<file path="config.mk">
export PLATFORM = sky130hd
export DESIGN_NAME = tmds_channel_encoder_flat
export DESIGN_NICKNAME = d
export VERILOG_FILES = /design/src/rtl/tmds_channel_encoder_if.sv /design/src/rtl/tmds_channel_encoder.sv /design/src/flat_wrapper.sv
export SDC_FILE = /design/constraint.sdc
export NUM_CORES = 1
export LEC_CHECK = 0
export CORE_MARGIN = 5
export CORE_UTILIZATION = 46
export DETAILED_ROUTE_END_ITERATION = 8
export PLACE_DENSITY_LB_ADDON = 0.12
export SKIP_LAST_GASP = 1
export SLEW_MARGIN = 20
export SYNTH_ARGS = -nofsm -noshare
export SYNTH_HDL_FRONTEND = slang
export SYNTH_SLANG_ARGS = --single-unit
</file>
<file path="constraint.sdc">
create_clock -name clock -period 4.9 [get_ports clock]
set_clock_uncertainty 0.1 [all_clocks]
set_input_delay 0.49 -clock clock [delete_from_list [all_inputs] [get_ports clock]]
set_output_delay 0.49 -clock clock [all_outputs]
set_load 0.02 [all_outputs]
</file>
<file path="src/rtl/tmds_channel_encoder_if.sv">
// TMDS channel encoder bus: pixel-side inputs plus encoded symbol outputs.
// Latency: none; this interface only bundles wires.
// Backpressure: none; one symbol per clock with no handshake.
//
// Signals:
//   de     - data enable, 1 = video pixel on data
//   ctrl   - control bits {c1,c0}, used while de=0
//   data   - 8-bit pixel component, used while de=1
//   tmds   - 10-bit encoded symbol, bit 0 transmitted first
//   de_out - de delayed to line up with tmds
interface tmds_channel_encoder_if;
    logic       de;
    logic [1:0] ctrl;
    logic [7:0] data;
    logic [9:0] tmds;
    logic       de_out;

    // master drives pixels and consumes symbols (pixel source side)
    modport master (
        output de, ctrl, data,
        input  tmds, de_out
    );

    // slave is the encoder
    modport slave (
        input  de, ctrl, data,
        output tmds, de_out
    );
endinterface

</file>
<file path="src/rtl/tmds_channel_encoder.sv">
// One TMDS channel: 8b/10b DC-balanced video words while de=1, control tokens while de=0.
// Latency: fixed 3 cycles (input register, transition minimisation, DC balance/output register).
// Backpressure: none; accepts and emits one symbol every clock.
//
// Ports: clock (pixel clock), reset (synchronous, active-high),
//        bus (tmds_channel_encoder_if.slave: de/ctrl/data in, tmds/de_out out).
// Parameter CHANNEL (0..2) only selects the guard-band code.
// Optional macro TMDS_GUARD_BAND_EN: control slots that precede video by one or
// two slots emit the video guard band instead of their control token.
module tmds_channel_encoder #(
    parameter int CHANNEL = 0
) (
    input  logic                  clock,
    input  logic                  reset,
    tmds_channel_encoder_if.slave bus
);

    localparam logic [9:0] TOK_00 = 10'b1101010100;
    localparam logic [9:0] TOK_01 = 10'b0010101011;
    localparam logic [9:0] TOK_10 = 10'b0101010100;
    localparam logic [9:0] TOK_11 = 10'b1010101011;

`ifdef TMDS_GUARD_BAND_EN
    localparam logic [9:0] GUARD = (CHANNEL == 1) ? 10'b0100110011 : 10'b1011001100;
`endif

    if (CHANNEL < 0 || CHANNEL > 2) begin : g_bad_channel
        $error("tmds_channel_encoder: CHANNEL must be 0..2");
    end

    // stage 0: input register
    logic       r_de0;
    logic [1:0] r_ctrl0;
    logic [7:0] r_data0;

    // stage 1: transition-minimised word
    logic       r_de1;
    logic [1:0] r_ctrl1;
    logic [8:0] r_qm1;

    // stage 2: output register and running disparity
    logic [9:0]        r_tmds;
    logic              r_de_out;
    logic signed [4:0] r_cnt;

    logic [3:0]        w_n1_d;
    logic              w_use_xnor;
    logic [8:0]        w_qm;
    logic [3:0]        w_n1_q;
    logic signed [5:0] w_diff;      // n1 - n0 of q_m[7:0]
    logic signed [5:0] w_cnt;
    logic signed [5:0] w_cnt_next;
    logic [9:0]        w_video;
    logic [9:0]        w_token;

    // Transition minimisation: XNOR chain when the byte is ones-heavy.
    always_comb begin
        w_n1_d     = 4'($countones(r_data0));
        w_use_xnor = (w_n1_d > 4'd4) || ((w_n1_d == 4'd4) && !r_data0[0]);
        w_qm       = '0;
        w_qm[0]    = r_data0[0];
        for (int i = 1; i < 8; i++) begin
            w_qm[i] = w_use_xnor ? ~(w_qm[i-1] ^ r_data0[i]) : (w_qm[i-1] ^ r_data0[i]);
        end
        w_qm[8] = ~w_use_xnor;
    end

    // DC balance: choose inversion from the sign of the running disparity.
    always_comb begin
        w_n1_q = 4'($countones(r_qm1[7:0]));
        w_diff = $signed({1'b0, w_n1_q, 1'b0}) - 6'sd8;
        w_cnt  = {r_cnt[4], r_cnt};
        if ((w_cnt == 6'sd0) || (w_diff == 6'sd0)) begin
            w_video    = {~r_qm1[8], r_qm1[8], r_qm1[8] ? r_qm1[7:0] : ~r_qm1[7:0]};
            w_cnt_next = w_cnt + (r_qm1[8] ? w_diff : -w_diff);
        end else if (((w_cnt > 6'sd0) && (w_diff > 6'sd0)) ||
                     ((w_cnt < 6'sd0) && (w_diff < 6'sd0))) begin
            w_video    = {1'b1, r_qm1[8], ~r_qm1[7:0]};
            w_cnt_next = w_cnt + (r_qm1[8] ? 6'sd2 : 6'sd0) - w_diff;
        end else begin
            w_video    = {1'b0, r_qm1[8], r_qm1[7:0]};
            w_cnt_next = w_cnt + w_diff - (r_qm1[8] ? 6'sd0 : 6'sd2);
        end
    end

    always_comb begin
        case (r_ctrl1)
            2'b00:   w_token = TOK_00;
            2'b01:   w_token = TOK_01;
            2'b10:   w_token = TOK_10;
            default: w_token = TOK_11;
        endcase
    end

    always_ff @(posedge clock) begin
        if (reset) begin
            r_de0    <= 1'b0;
            r_ctrl0  <= 2'b00;
            r_data0  <= 8'h00;
            r_de1    <= 1'b0;
            r_ctrl1  <= 2'b00;
            r_qm1    <= 9'h000;
            r_tmds   <= TOK_00;
            r_de_out <= 1'b0;
            r_cnt    <= 5'sd0;
        end else begin
            r_de0    <= bus.de;
            r_ctrl0  <= bus.ctrl;
            r_data0  <= bus.data;
            r_de1    <= r_de0;
            r_ctrl1  <= r_ctrl0;
            r_qm1    <= w_qm;
            r_de_out <= r_de1;
            if (r_de1) begin
                r_tmds <= w_video;
                r_cnt  <= w_cnt_next[4:0];
            end else begin
                // disparity never carries across a control period
                r_cnt <= 5'sd0;
`ifdef TMDS_GUARD_BAND_EN
                // next slot sits in stage 0, the one after is on the input
                if (r_de0 || bus.de) begin
                    r_tmds <= GUARD;
                end else begin
                    r_tmds <= w_token;
                end
`else
                r_tmds <= w_token;
`endif
            end
        end
    end

    assign bus.tmds   = r_tmds;
    assign bus.de_out = r_de_out;

endmodule

</file>
<file path="src/flat_wrapper.sv">
// flat-port wrapper written by rule: the top's interface ports become plain ports
module tmds_channel_encoder_flat 
#(
    parameter int CHANNEL = 0
)
  (clock, reset, bus_de, bus_ctrl, bus_data, bus_tmds, bus_de_out);
  tmds_channel_encoder_if bus_i ();
  input  logic clock;
  input  logic reset;
  input wire logic [$bits(bus_i.de)-1:0] bus_de;
  input wire logic [$bits(bus_i.ctrl)-1:0] bus_ctrl;
  input wire logic [$bits(bus_i.data)-1:0] bus_data;
  output wire logic [$bits(bus_i.tmds)-1:0] bus_tmds;
  output wire logic [$bits(bus_i.de_out)-1:0] bus_de_out;
  assign bus_i.de = bus_de;
  assign bus_i.ctrl = bus_ctrl;
  assign bus_i.data = bus_data;
  assign bus_tmds = bus_i.tmds;
  assign bus_de_out = bus_i.de_out;
  tmds_channel_encoder #(.CHANNEL(CHANNEL)) u_core (.clock(clock), .reset(reset), .bus(bus_i));
endmodule
</file>
### Word-level counts from Yosys, hierarchy flattened

Cells that the tools add are included.

* reduce and logical (&&, ||, !) cells: 11
* shift-type cells: 0
* multiply operators: 0
* divide/modulo/power cells: 0
* muxes and demuxes: 17
* order comparisons: 5
* add/sub/neg operators: 21
* equality and inequality tests: 3
* bitwise operators: 18

Operators by type and width (count)
* $mux W10: 3
* $pmux W10 S3: 1
* $add A4 B4 Y4: 6
* $add A1 B1 Y2: 8
* $mux W5: 3
* $logic_not A6 Y1: 2
* $add A5 B5 Y5: 2
* $not A1 Y1: 10
* $sub A5 B5 Y5: 2
* $mux W8: 1
* $not A8 Y8: 1
* $mux W1: 7
* $xor A1 B1 Y1: 7
* $gt A6 B1 Y1 const B: 1
* $lt A6 B1 Y1 const B: 1
* $sub A5 B4 Y6 const B: 1
* $add A5 B3 Y5: 1
* $gt A5 B1 Y1 const B: 1
* $lt A5 B1 Y1 const B: 1
* $neg A5 Y5: 1
* $eq A4 B3 Y1 const B: 1
* $gt A4 B3 Y1 const B: 1
* $mux W2: 2
* $logic_and A1 B1 Y1: 3
* 6 further kinds: 8

* latch bits: 0
* output and inout bits: 11
* RAM bits: 0
* bits in registers: 39
* input bits: 13
* bits in read-only memories: 0
* memories kept: 0

### Depth between registers and ports, before layout

* depth in word-level cells: 25
* gate-level depth with buffers: 15
* depth with buffers taken out: 15

### Least setup slack after synthesis

No wires, ideal clock.

* kind: register to register
* start point: register u_core.r_qm1[6]
* end point: register u_core.r_cnt[4]
* arrival: 3.723 ns
* clock period less this slack: 3.927 ns
* stages on the path, launching flop included: 13
* setup slack: 0.973 ns
* data required time: 4.697 ns
* buffers on the path: 0
* path through: dfxtp_1 > ha_1 > inv_1 > fa_1 > fa_1 > inv_1 > ha_1 > fa_1 > ha_1 > xnor2_4 > xnor3_1 > and2_1 > a2111oi_2

* cells in the longest elaborated chain, start to end: 9
* elaborated cells on any way between the ends: 19
* classes of those cells: 9 x add/sub; 2 x order compare; 3 x mux; 5 x reduce/logical

Ends and longest elaborated chain
* from (decl): line tmds_channel_encoder.sv:39 `logic [8:0] r_qm1;`
* from (signal assigned): line tmds_channel_encoder.sv:112 `r_qm1 <= w_qm;`
* $add A1 B1 Y2 (not written as such) (*): line tmds_channel_encoder.sv:70 `w_n1_q = 4'($countones(r_qm1[7:0]));`
* $add A4 B4 Y4 (not written as such) (*) (2 in series): line tmds_channel_encoder.sv:70
* $sub A5 B4 Y6 (*): line tmds_channel_encoder.sv:71 `w_diff = $signed({1'b0, w_n1_q, 1'b0}) - 6'sd8;`
* branches (longest 4 deep; another with $add A5 B5 Y5)
* $mux W5 (*): line tmds_channel_encoder.sv:73 `if ((w_cnt == 6'sd0) || (w_diff == 6'sd0)) begin`
* to (signal assigned): line tmds_channel_encoder.sv:116 `r_cnt <= w_cnt_next[4:0];`
* to (decl): line tmds_channel_encoder.sv:44 `logic signed [4:0] r_cnt;`

Mark *: on every way between the ends.
A chain may end at the register's enable or synchronous reset.

### Worst setup path in the final report

* start point: register u_core.r_qm1[7]
* end point: register u_core.r_cnt[4]

The elaborated chain is that of the path after synthesis.

==> metrics.txt <==
Switching Fraction=41.1%; hold buffer count at cts=0; critical path capture point type=register; worst path required time=4.98 ns; part of the power in registers=about 22%; setup TNS=0 ns; Peak VDD IR=around 0.31 mV; DRC=0; leakage power total=roughly 1.3 nW; largest fanout on the critical path=4; Mean Syn Cell Area=10.1 µm²; Hold Crit Start=u_core.r_de0$_SDFF_PP0_; Initial DRC Count=69; diode count=0; first drt pass iteration count=4; H-tree levels=2; Antenna Nets Post-Route=0; Top FF cell, synth=dfxtp_1; most frequent cells in the layout=dfxtp_1 (38), inv_1 (37), ha_1 (30); dominant cell type by area after synthesis=dfxtp_1; post-cts repair resize count=0; core area=4820 µm²; Via density=4.50; mapped cell area=around 2300 µm²; Routed WL=around 3.6 mm; port bufs=23; Avg WL per Cell=11.1 µm; yosys warns=0; routing usage on met2=slightly above 20%; Final Hold Vio Count=0; final cycle utilization of the critical path=approximately 86%; Post-synth EDFFs=0; most common cell after layout, fill and taps aside=dfxtp_1; RR Startpoint=u_core.r_qm1[7]$_SDFF_PP0_; Worst-path clk slew=roughly 0.070 ns; share of synthesized flip-flops with an asynchronous set or reset=0%; combinational share of power=62.8%; hold path endpoint=u_core.r_de1$_SDFF_PP0_; Post-Syn Instances=230; worst skew pair latency=around 0.28 ns; vias in the first global route=1500; RR Endpoint=u_core.r_cnt[4]$_SDFF_PP0_; actual slew at the worst max-slew pin=slightly above 0.9 ns; setup bufs post-CTS=0; relative slew slack=about two fifths; DP Wirelength=approximately 3 mm; Final #Nets=a little over 300; # fillers=~460; pwr dens=roughly 630 nW/µm²; Syn Nets=about 290; GRT Total Usage=~13%; initial core utilization=between 40 and 50%; Crit path top cell by count=ha_1; register area share after synthesis=between 30% and 40%; GR Util met1=between 10% and 20%; initial antenna violation count=0; Max clock buf depth=2; Sink Count=38; Worst EP arrival=approximately 4.3 ns; total internal power=0.000997 W; Netlist cell types=37; IO Pins=24; Max-Cap Viols=0; outcome=complete, no violations; Critical Path Start Type=register; largest cells by area after synthesis=dfxtp_1 (33%), ha_1 (16%), fa_1 (11%); Hold Crit Depth=1; Setup CP Type=register to register; Final Slew Violations=0; final critical-path required period=around 4.2 ns; largest net degree at the start of global routing=29; Crit-path slowest cell=fa_1; die height=80.9 µm; #FFs+latches synth=38; R2R Setup Slk=slightly above 0.7 ns; Layout area overhead=17.1%; crit-path cells=ha_1, inv_1, fa_1, fa_1, inv_1, ha_1, inv_1, ha_1, mux2_2, ha_1, a21o_1, a21oi_1, xnor3_1, and2_1, a2111oi_2; Num CTS Buffers=5; gr busiest metal=met2; Setup-failing EPs final=0; full die area=6550 µm²; Fmax=between 200 and 250 MHz; Hold WC Path Type=register to register; Die W=between 80 and 90 µm; max incr delay on CP=approximately 0.55 ns; NetSw=a little under 0.0007 W; root buffer cell=clkbuf_8; vias=1446; Final Power=0.00169 W; first-pass GRT wire length=between 6 and 7 mm; GP Congestion=~0.87; CTS tree=built; share of cells above drive strength 1=about 5.9%; total grt overflow=0; FP Rows=25; Clk pwr share=15.6%; GR Util met3=~3.7%; RSZ-0062 raised after global routing=no; top cell type's share of synthesized area=32.9%; r2r worst-path depth=15
stage by stage:
| step | cell area [µm²] | setup slack (ns) | hold WS, ns | std cells | util, % |
|---|---|---|---|---|---|
| 3_5_place_dp | 2600 | 0.719 | 0.324 | 314 | 53.9 |
| 3_3_place_gp | 2600 | 0.723 | 0.321 | 314 | 53.9 |
| 6_report | 2710 | 0.708 | 0.340 | 321 | 56.2 |
| 4_1_cts | 2710 | 0.717 | 0.341 | 321 | 56.2 |
| 2_1_floorplan | 2310 | 0.973 | 0.314 | 230 | - |
| 5_1_grt | 2710 | 0.510 | 0.362 | 321 | 56.2 |
worst max path at each step:
stage,cells past startpoint,startpoint,slack (ns),to
4_1_cts,15,u_core.r_qm1[7]$_SDFF_PP0_,0.72,u_core.r_cnt[4]$_SDFF_PP0_
5_1_grt,15,u_core.r_qm1[7]$_SDFF_PP0_,0.51,u_core.r_cnt[4]$_SDFF_PP0_
2_1_floorplan,12,u_core.r_qm1[6]$_SDFF_PP0_,0.97,u_core.r_cnt[4]$_SDFF_PP0_
3_5_place_dp,15,u_core.r_qm1[7]$_SDFF_PP0_,0.72,u_core.r_cnt[4]$_SDFF_PP0_
6_report,15,u_core.r_qm1[7]$_SDFF_PP0_,0.71,u_core.r_cnt[4]$_SDFF_PP0_
3_3_place_gp,15,u_core.r_qm1[6]$_SDFF_PP0_,0.72,u_core.r_cnt[4]$_SDFF_PP0_
power by group through the flow:
stage	registers [W]	logic (W)	clock network [W]
6_report	0.000367	0.00106	0.000264
5_1_grt	0.000371	0.00122	0.000290
4_1_cts	0.000366	0.00108	0.000271
3_5_place_dp	0.000374	0.00107	0
3_3_place_gp	0.000373	0.00107	0
2_1_floorplan	0.000372	0.000862	0
Yosys cell counts, types with 2 or more instances:
cell type and number:
a21o_1 3, a21oi_1 13, clkbuf_1 4, dfxtp_1 38
fa_1 13, ha_1 30, inv_1 37, nand2_1 2
nor2_1 15, nor2b_1 16, nor3_1 2, o21ai_0 3
o21ai_1 3, or2_2 2, xnor2_1 12, xor2_1 16
worst max-delay path: cells and delay by family, from the launching register on:
kind                     cells  cell delay [ns]
adder cells (fa/ha/maj)      6             2.03
AO/OA/AOI/OAI                3             0.66
flip-flops                   1             0.36
multiplexers                 1             0.29
buffers and inverters        3             0.24
XOR/XNOR                     1             0.23
AND/OR/NAND/NOR              1             0.17
logic make-up (layout without fill, tap and decap cells):
| family | count (synthesis) | after routing | share of synthesized area, % |
|---|---|---|---|
| buffers and inverters | 43 | 67 | 7.35 |
| adders and majority gates | 43 | 43 | 27.5 |
| muxes | 2 | 2 | 0.919 |
| xor gates and xnor gates | 30 | 30 | 12.8 |
| AOI/OAI and AO/OA | 31 | 31 | 8.55 |
| DFF | 38 | 38 | 32.9 |
| and+or+nand+nor | 43 | 43 | 10.1 |
flip-flops by register name, summed over array words and instances, names as in the netlist:
| signal | count |
|---|---|
| u_core.bus.de_out | 1 |
| u_core.r_de1 | 1 |
| u_core.r_de0 | 1 |
| u_core.r_ctrl1 | 2 |
| u_core.r_cnt | 4 |
| u_core.r_ctrl0 | 2 |
| u_core.bus.tmds | 10 |
| u_core.r_qm1 | 9 |
| u_core.r_data0 | 8 |
final cells by class:
type | count | area, µm² | share of cell area (%)
Multi-Input combinational cell | 149 | 1380 | 51.0
Sequential cell | 38 | 761 | 28.1
Clock inverter | 1 | 30.0 | 1.11
Clock buffer | 6 | 82.6 | 3.05
Timing Repair Buffer | 23 | 230 | 8.50
Tap cell | 67 | 83.8 | 3.09
Inverter | 37 | 139 | 5.13
layer usage:
layer  wire, µm  vias to the layer above  share of wire (%)
met1       1740                      644                 49
met5          0                        -                  0
met3        182                        2                5.1
li1           -                      771                  -
met4         22                        0               0.62
met2       1620                       29                 45
Note: power is estimated with default switching activity, not from simulation.
